==> config.mk <==
export PLATFORM = sky130hd
export DESIGN_NAME = hart_mem_arbiter
export DESIGN_NICKNAME = d
export VERILOG_FILES = /design/src/rtl/hart_mem_arbiter_pkg.sv /design/src/rtl/hart_arb_timeout.sv /design/src/rtl/hart_mem_arbiter.sv
export SDC_FILE = /design/constraint.sdc
export NUM_CORES = 1
export LEC_CHECK = 0
export BUFFER_PORTS_ARGS = -buffer_cell sky130_fd_sc_hd__buf_2
export CORE_MARGIN = 4
export CORE_UTILIZATION = 40
export DETAILED_ROUTE_END_ITERATION = 10
export PLACE_DENSITY = 0.72
export SYNTH_ARGS = -nofsm -noshare
export SYNTH_HDL_FRONTEND = slang
export SYNTH_SLANG_ARGS = --single-unit
export TNS_END_PERCENT = 1
==> constraint.sdc <==
create_clock -name i_clk -period 2.6 [get_ports i_clk]
set_input_delay 0.13 -clock i_clk [delete_from_list [all_inputs] [get_ports i_clk]]
set_output_delay 0.13 -clock i_clk [all_outputs]
set_load 0.03 [all_outputs]
==> src/rtl/hart_mem_arbiter_pkg.sv <==
// Shared definitions for the hart memory arbiter: FSM encodings, grant IDs
// and the funct3 code used for instruction fetches.
package hart_mem_arbiter_pkg;

   typedef enum logic [1:0] {
      ST_IDLE  = 2'd0,
      ST_BUS_I = 2'd1,
      ST_BUS_D = 2'd2,
      ST_RESP  = 2'd3
   } arb_state_t;

   localparam logic ARB_GRANT_I = 1'b0;
   localparam logic ARB_GRANT_D = 1'b1;

   localparam logic [2:0] FETCH_F3 = 3'b010;

endpackage

==> src/rtl/hart_arb_timeout.sv <==
// Loadable down-counter that flags expiry while enabled and at zero.
module hart_arb_timeout #(
   parameter int TO_W = 8
) (
   input  logic            clk,
   input  logic            rst_n,
   input  logic            load,
   input  logic [TO_W-1:0] load_val,
   input  logic            en,
   output logic            expired
);

   logic [TO_W-1:0] count_reg;

   always_ff @(posedge clk or negedge rst_n) begin
      if (!rst_n) begin
         count_reg <= '0;
      end else if (load) begin
         count_reg <= load_val;
      end else if (en && (count_reg != '0)) begin
         count_reg <= count_reg - TO_W'(1);
      end
   end

   assign expired = en & (count_reg == '0);

endmodule

==> src/rtl/hart_mem_arbiter.sv <==
// Round-robin arbiter sharing one memory bus port between the hart's fetch
// and data channels; one outstanding transaction, registered responses.
module hart_mem_arbiter
   import hart_mem_arbiter_pkg::*;
#(
   parameter int XLEN    = 32,
   parameter int TIMEOUT = 0,
   parameter int TO_W    = 8
) (
   input  logic            i_clk,
   input  logic            i_rst_n,
   input  logic            i_IC_DataReq,
   input  logic [XLEN-1:0] i_IM_Addr,
   output logic            o_IC_MemReady,
   output logic [XLEN-1:0] o_IM_Instr,
   input  logic            i_DM_MemRead,
   input  logic            i_DM_Wen,
   input  logic [XLEN-1:0] i_DM_Addr,
   input  logic [XLEN-1:0] i_DM_WriteData,
   input  logic [2:0]      i_DM_f3,
   output logic            o_DM_Ready,
   output logic [XLEN-1:0] o_DM_ReadData,
   output logic            o_Err,
   output logic            o_BUS_Req,
   output logic [XLEN-1:0] o_BUS_Addr,
   output logic            o_BUS_Wen,
   output logic [XLEN-1:0] o_BUS_WriteData,
   output logic [2:0]      o_BUS_f3,
   input  logic            i_BUS_Ready,
   input  logic [XLEN-1:0] i_BUS_ReadData
);

   arb_state_t      state_reg, state_next;
   logic            last_grant_reg;
   logic [XLEN-1:0] bus_addr_reg, bus_wdata_reg, im_instr_reg, dm_rdata_reg;
   logic [2:0]      bus_f3_reg;
   logic            bus_wen_reg, err_reg;

   logic dr, ir, grant_d, grant_en, bus_active, to_expired;

   assign dr         = i_DM_MemRead | i_DM_Wen;
   assign ir         = i_IC_DataReq;
   // On a tie the data channel wins only if fetch was served last.
   assign grant_d    = dr & (~ir | (last_grant_reg == ARB_GRANT_I));
   assign grant_en   = (state_reg == ST_IDLE) & (ir | dr);
   assign bus_active = (state_reg == ST_BUS_I) | (state_reg == ST_BUS_D);

   always_ff @(posedge i_clk or negedge i_rst_n) begin
      if (!i_rst_n) begin
         state_reg <= ST_IDLE;
      end else begin
         state_reg <= state_next;
      end
   end

   always_comb begin
      state_next = state_reg;
      case (state_reg)
         ST_IDLE:  if (ir | dr) state_next = grant_d ? ST_BUS_D : ST_BUS_I;
         ST_BUS_I,
         ST_BUS_D: if (i_BUS_Ready | to_expired) state_next = ST_RESP;
         ST_RESP:  state_next = ST_IDLE;
         default:  state_next = ST_IDLE;
      endcase
   end

   always_ff @(posedge i_clk or negedge i_rst_n) begin
      if (!i_rst_n) begin
         last_grant_reg <= ARB_GRANT_D;
         bus_addr_reg   <= '0;
         bus_wdata_reg  <= '0;
         bus_f3_reg     <= '0;
         bus_wen_reg    <= 1'b0;
         err_reg        <= 1'b0;
         im_instr_reg   <= '0;
         dm_rdata_reg   <= '0;
      end else begin
         if (grant_en) begin
            last_grant_reg <= grant_d ? ARB_GRANT_D : ARB_GRANT_I;
            bus_addr_reg   <= grant_d ? i_DM_Addr : i_IM_Addr;
            bus_wdata_reg  <= grant_d ? i_DM_WriteData : '0;
            bus_f3_reg     <= grant_d ? i_DM_f3 : FETCH_F3;
            bus_wen_reg    <= grant_d & i_DM_Wen;
         end
         if (bus_active) begin
            // Completion on the expiry cycle counts as a normal response.
            err_reg <= to_expired & ~i_BUS_Ready;
            if (i_BUS_Ready) begin
               if (state_reg == ST_BUS_I) begin
                  im_instr_reg <= i_BUS_ReadData;
               end else if (!bus_wen_reg) begin
                  dm_rdata_reg <= i_BUS_ReadData;
               end
            end
         end
      end
   end

   generate
      if (TIMEOUT != 0) begin : g_timeout
         localparam logic [TO_W-1:0] TO_LOAD = TO_W'(TIMEOUT - 1);
         hart_arb_timeout #(
            .TO_W(TO_W)
         ) u_timeout (
            .clk      (i_clk),
            .rst_n    (i_rst_n),
            .load     (grant_en),
            .load_val (TO_LOAD),
            .en       (bus_active),
            .expired  (to_expired)
         );
      end else begin : g_no_timeout
         assign to_expired = 1'b0;
      end
   endgenerate

   assign o_BUS_Req       = bus_active;
   assign o_BUS_Addr      = bus_addr_reg;
   assign o_BUS_Wen       = bus_wen_reg;
   assign o_BUS_WriteData = bus_wdata_reg;
   assign o_BUS_f3        = bus_f3_reg;
   assign o_IC_MemReady   = (state_reg == ST_RESP) & (last_grant_reg == ARB_GRANT_I);
   assign o_DM_Ready      = (state_reg == ST_RESP) & (last_grant_reg == ARB_GRANT_D);
   assign o_Err           = (state_reg == ST_RESP) & err_reg;
   assign o_IM_Instr      = im_instr_reg;
   assign o_DM_ReadData   = dm_rdata_reg;

endmodule

---- Word-level counts from Yosys, hierarchy flattened ----
Index checks and enable logic that the tools add are counted.
word-level totals
  bits in registers ....................... 135
  bits of input ports ..................... 137
  word-level logic and storage cells ...... 39
operators by class
  eq/ne operators ......................... 5
  bitwise logic cells ..................... 13
  reductions and logical operators ........ 5
  multiplexer cells ....................... 8
operators with widths
  operator            number
  $mux 32             2
  $mux 2              3
  $pmux 2 s3          1
  $and 1x1->1         5
  $eq 2x2->1 const B  2
  $not 1->1           4
  $or 1x1->1          4
  $reduce_and 4->1    1
  $mux 3              1
  $reduce_and 3->1    1
  $eq 2x1->1 const B  1
  $logic_not 2->1     1
  $ne 2x1->1 const B  1
  $ne 2x2->1 const B  1
  $reduce_and 2->1    1
  $reduce_or 2->1     1
  $mux 1              1

---- Depth between registers and ports, before layout ----
  word-level depth ........................ 6
  mapped depth ............................ 7
  depth with buffers taken out ............ 5

---- Worst setup path after synthesis ----
No wires, ideal clock.
  kind .................................... register to register
  from .................................... register state_reg[0]
  to ...................................... register dm_rdata_reg[10], in the netlist o_DM_ReadData[10]
  path slack .............................. 677 ps
  buffers on the path ..................... 1
  stages on the path, launching flop included .. 7
  period minus slack after synthesis ...... 1923 ps
  library setup time ...................... 125 ps
  arrival time ............................ 1798 ps
  data required time ...................... 2475 ps
  cells stage by stage .................... dfrtp_1 inv_1 ha_1 nand2_1 nor3_4 buf_4 mux2_2
on the way
  longest elaborated chain between the ends .. 3
ends and longest elaborated chain
  item                                             RTL line                text
  start, declared                                  hart_mem_arbiter.sv:33  arb_state_t state_reg, state_next;
  start signal, assigned                           hart_mem_arbiter.sv:52  state_reg <= state_next;
  $eq 2x1->1 / $eq 2x2->1 (equally long branches)  hart_mem_arbiter.sv:46  assign bus_active = (state_reg == ST_BUS_I) | (state_reg == ST_BUS_D);
  $or 1x1->1 (*)                                   hart_mem_arbiter.sv:46
  named net o_BUS_Req                              hart_mem_arbiter.sv:24  output logic o_BUS_Req,
  $reduce_and 4->1 (no source line) (*)            n/a
  end signal, assigned                             hart_mem_arbiter.sv:92  dm_rdata_reg <= i_BUS_ReadData;
  end, declared                                    hart_mem_arbiter.sv:35  logic [XLEN-1:0] bus_addr_reg, bus_wdata_reg, im_instr_reg, dm_rdata_reg;
Mark *: on every way through the listed nets, which the timed path passes. The rest lies on a longest branch.
A chain may end at the register's enable or synchronous reset.

---- Worst setup path in the final report ----
  from .................................... register last_grant_reg
  to ...................................... register bus_addr_reg[3], in the netlist o_BUS_Addr[3]
on the way
  longest elaborated chain between the ends .. 4
ends and longest elaborated chain
  item                    RTL line                text
  start, declared         hart_mem_arbiter.sv:34  logic last_grant_reg;
  start signal, assigned  hart_mem_arbiter.sv:79  last_grant_reg <= grant_d ? ARB_GRANT_D : ARB_GRANT_I;
  $not 1->1               hart_mem_arbiter.sv:44  assign grant_d = dr & (~ir | (last_grant_reg == ARB_GRANT_I));
  $or 1x1->1              hart_mem_arbiter.sv:44
  $and 1x1->1             hart_mem_arbiter.sv:44
  $mux 32                 hart_mem_arbiter.sv:80  bus_addr_reg <= grant_d ? i_DM_Addr : i_IM_Addr;
  end signal, assigned    hart_mem_arbiter.sv:80
  end, declared           hart_mem_arbiter.sv:35
No other way between the ends.

==> flow_summary.yaml <==
floorplan:
  die_area_mm2: 0.0155
  io_pins: 273
  coreArea_mm2: 0.0132
  floorplan.initialDensity_pct: 41.0
  die_x_um: 124
  fp.dieH_um: 124
  num_rows: 42
power_and_ir_drop:
  ir_drop_mv: 0.725
  leakage_nw: 4.20
  powerDensity_mw_per_mm2: 1410
clocking:
  cts-root-buf: "clkbuf_16"
  post-cts-setup-buffers: 0
  worst_skew_pair.late_latency_ns: 0.41
  cts-resized-gates: 0
  cts_tree: "done"
  htree_levels: 4
  cts_sinks: 135
  cts_max_path_buffers: 2
  cts_buffers: 17
  clk_pin_slew_ns: 0.06
synthesis:
  async_reset_ff_share_pct: 100
  synth_top_area_share_pct: 61.8
  yosys-top-cells-area: "dfrtp_1 (62%), mux2_2 (13%), mux2i_1 (6.3%)"
  seq_area_frac_synth_pct: 62.3
  synth-edff-count: 0
  synthCells: 383
  synth_cell_type_count: 29
  ys_warn_count: 0
  yosys_register_bits: 135
  synthesis.nets: 524
  synth_top_flop_cell: "dfrtp_1"
  avgSynthCellArea_um2: 14.2
  synth.largest_area_cell: "dfrtp_1"
  synth_area_mm2: 0.00543
setup_path:
  path_cells: "o2bb2ai_4 -> mux2i_1 -> dlygate4sd3_1 -> o21ai_0"
  critPathMaxFanout: 24
  cp_slowest_stage_delay_ns: 0.59
  start_kind: "flop"
  cp.required_ns: 2.88
  worst-path-buf-inv: 1
  end_kind: "flop"
  startpoint: "last_grant_reg"
  rr_startpoint: "last_grant_reg"
  critical-path-top-delay-family: "flip-flops"
  cp_slowest_cell: "dfstp_2"
  arrival_ns: 2.32
  critPathKind: "flop to flop"
timing:
  maxSlewViolCount: 0
  rsz0062_at_grt: "false"
  setup_viol: 0
  fin_crit_sh_pct: 78.5
  finalHoldViolations: 0
  tightest_slew_ns: 0.877
  tns_ns: 0
  relSlewSlack_pct: 41.4
  clock.fmax_ghz: 0.490
  fin_crit_ns: 2.04
  fin_skew_ns: 0.00745
global_route:
  antenna_found_initial: 1
  grt_pass1_wl_um: 23800
  grt_pass1_vias: 4701
  grt_overflow_total: 0
  grtUsageTotal_pct: 19.0
  grt_max_degree: 76
min_path:
  hold_class: "input pin to flop"
  hp-start: "i_DM_Addr[1]"
route:
  vias_per_cell: 4.76
  antenna_left: 0
  finalWirelength_um: 14600
  vias: 4367
  wl_per_cell_um: 15.9
  drt_iter0_drc: 164
  route.detailed.drc: 0
  drt_pre_antenna_iters: 4
finish:
  syn_to_final_growth_pct: 51.6
  layoutNonFillerInstCount: 917
  utilization_pct: 62.1
  antennaDiodeCount: 0
  drive_gt1_share_pct: 50.9
  finalNetCount: 869
placed_design:
  port_buffers: 271
  dp_cells: 813
  hpwlAfterDp_um: 10200
  gp_congestion: 0.813
flow_run:
  maxCapViolCount: 0
status:
  status: "finished clean"
where the power goes:
group / internal, mW / switching [mW] / leakage [nW]
sequential: 3.13 / 0.531 / 1.65
combinational: 1.95 / 3.57 / 2.25
clock: 1.53 / 0.882 / 0.290
total: 6.62 / 4.99 / 4.20
synth_stat cells, types with 2 or more instances:
master and n:
buf_2 8, o21ai_0 32, mux2_1 2, inv_1 4, a21oi_1 3, nor2b_1 2, ha_1 4, buf_8 3
mux2_2 63, dfrtp_1 134, mux2i_1 34, buf_4 11, nor3_1 2, a22o_1 34, nand2_1 33
worst min-delay path, stage by stage:
cell and delay [ns]:
buf_2 0.07, mux2i_1 0.05, o21ai_0 0.13
through the flow:
| step | total power, mW | area [um^2] | hold WS (ns) | worst slack (ns) |
|---|---|---|---|---|
| after detailed placement | 9.17 | 6910 | 0.196 | 0.602 |
| final | 11.6 | 8220 | 0.0175 | 0.559 |
| after CTS | 11.7 | 8220 | 0.00361 | 0.591 |
| after global placement | 8.99 | 6910 | 0.181 | 0.703 |
| after global routing | 12.3 | 8220 | 0.0282 | 0.443 |
| after floorplan | 7.54 | 5430 | -0.166 | 0.677 |
layout make-up:
| cell class | count | area (um^2) |
|---|---|---|
| clock inverters | 12 | 151 |
| repair buffers | 350 | 2150 |
| inverters | 4 | 15.0 |
| well taps | 176 | 220 |
| multi-input cells | 220 | 1860 |
| clock buffers | 20 | 447 |
| flip-flops and latches | 135 | 3380 |
| fillers | 1011 | 5020 |
timing repair:
action	in CTS	in global routing
endpoints found under the hold margin	176	0
hold buffers	72	0
setup endpoints to repair	0	0
logic make-up after synthesis:
logic type | after synthesis | share of synthesized area (%)
AND/OR/NAND/NOR | 42 | 3.48
flip-flops | 135 | 62.3
adder cells (fa/ha/maj) | 4 | 0.923
multiplexers | 99 | 19.8
buffers and inverters | 28 | 3.53
other | 1 | 0.0691
AO/OA/AOI/OAI | 74 | 9.94
layer usage:
layer / routed length [um] / part of all wire [%] / global-route usage [%] / up-vias
li1: - / - / - / 2056
met2: 7830 / 54 / 34.3 / 162
met3: 959 / 6.6 / 5.62 / 31
met1: 5410 / 37 / 20.5 / 2116
met4: 361 / 2.5 / 8.32 / 2
met5: 7 / 0.048 / 0 / -
layout by cell type (no fill, tap or decap), types with 3 or more instances in the layout:
cell and n:
a21oi_1 3, dfrtp_1 134, clkbuf_16 17, a22o_1 34
clkinv_2 4, o21ai_0 32, dlygate4sd3_1 72, mux2_2 63
mux2i_1 34, buf_2 270, buf_4 6, ha_1 4
nand2_1 33, inv_1 4, bufinv_16 3
final timing paths:
check | endpoint | slack (ns) | cells past startpoint
setup / recovery | o_BUS_Addr[3] | 0.56 | 4
hold / removal | o_BUS_Addr[1] | 0.02 | 3
setup reg to reg | o_BUS_Addr[3] | 0.56 | 4
hold reg to reg | o_BUS_Addr[1] | 0.47 | 2
max in group asynchronous | last_grant_reg | 1.46 | 3
min in group asynchronous | o_IM_Instr[8] | 0.30 | 2
Power figures use the tool's default switching activity.
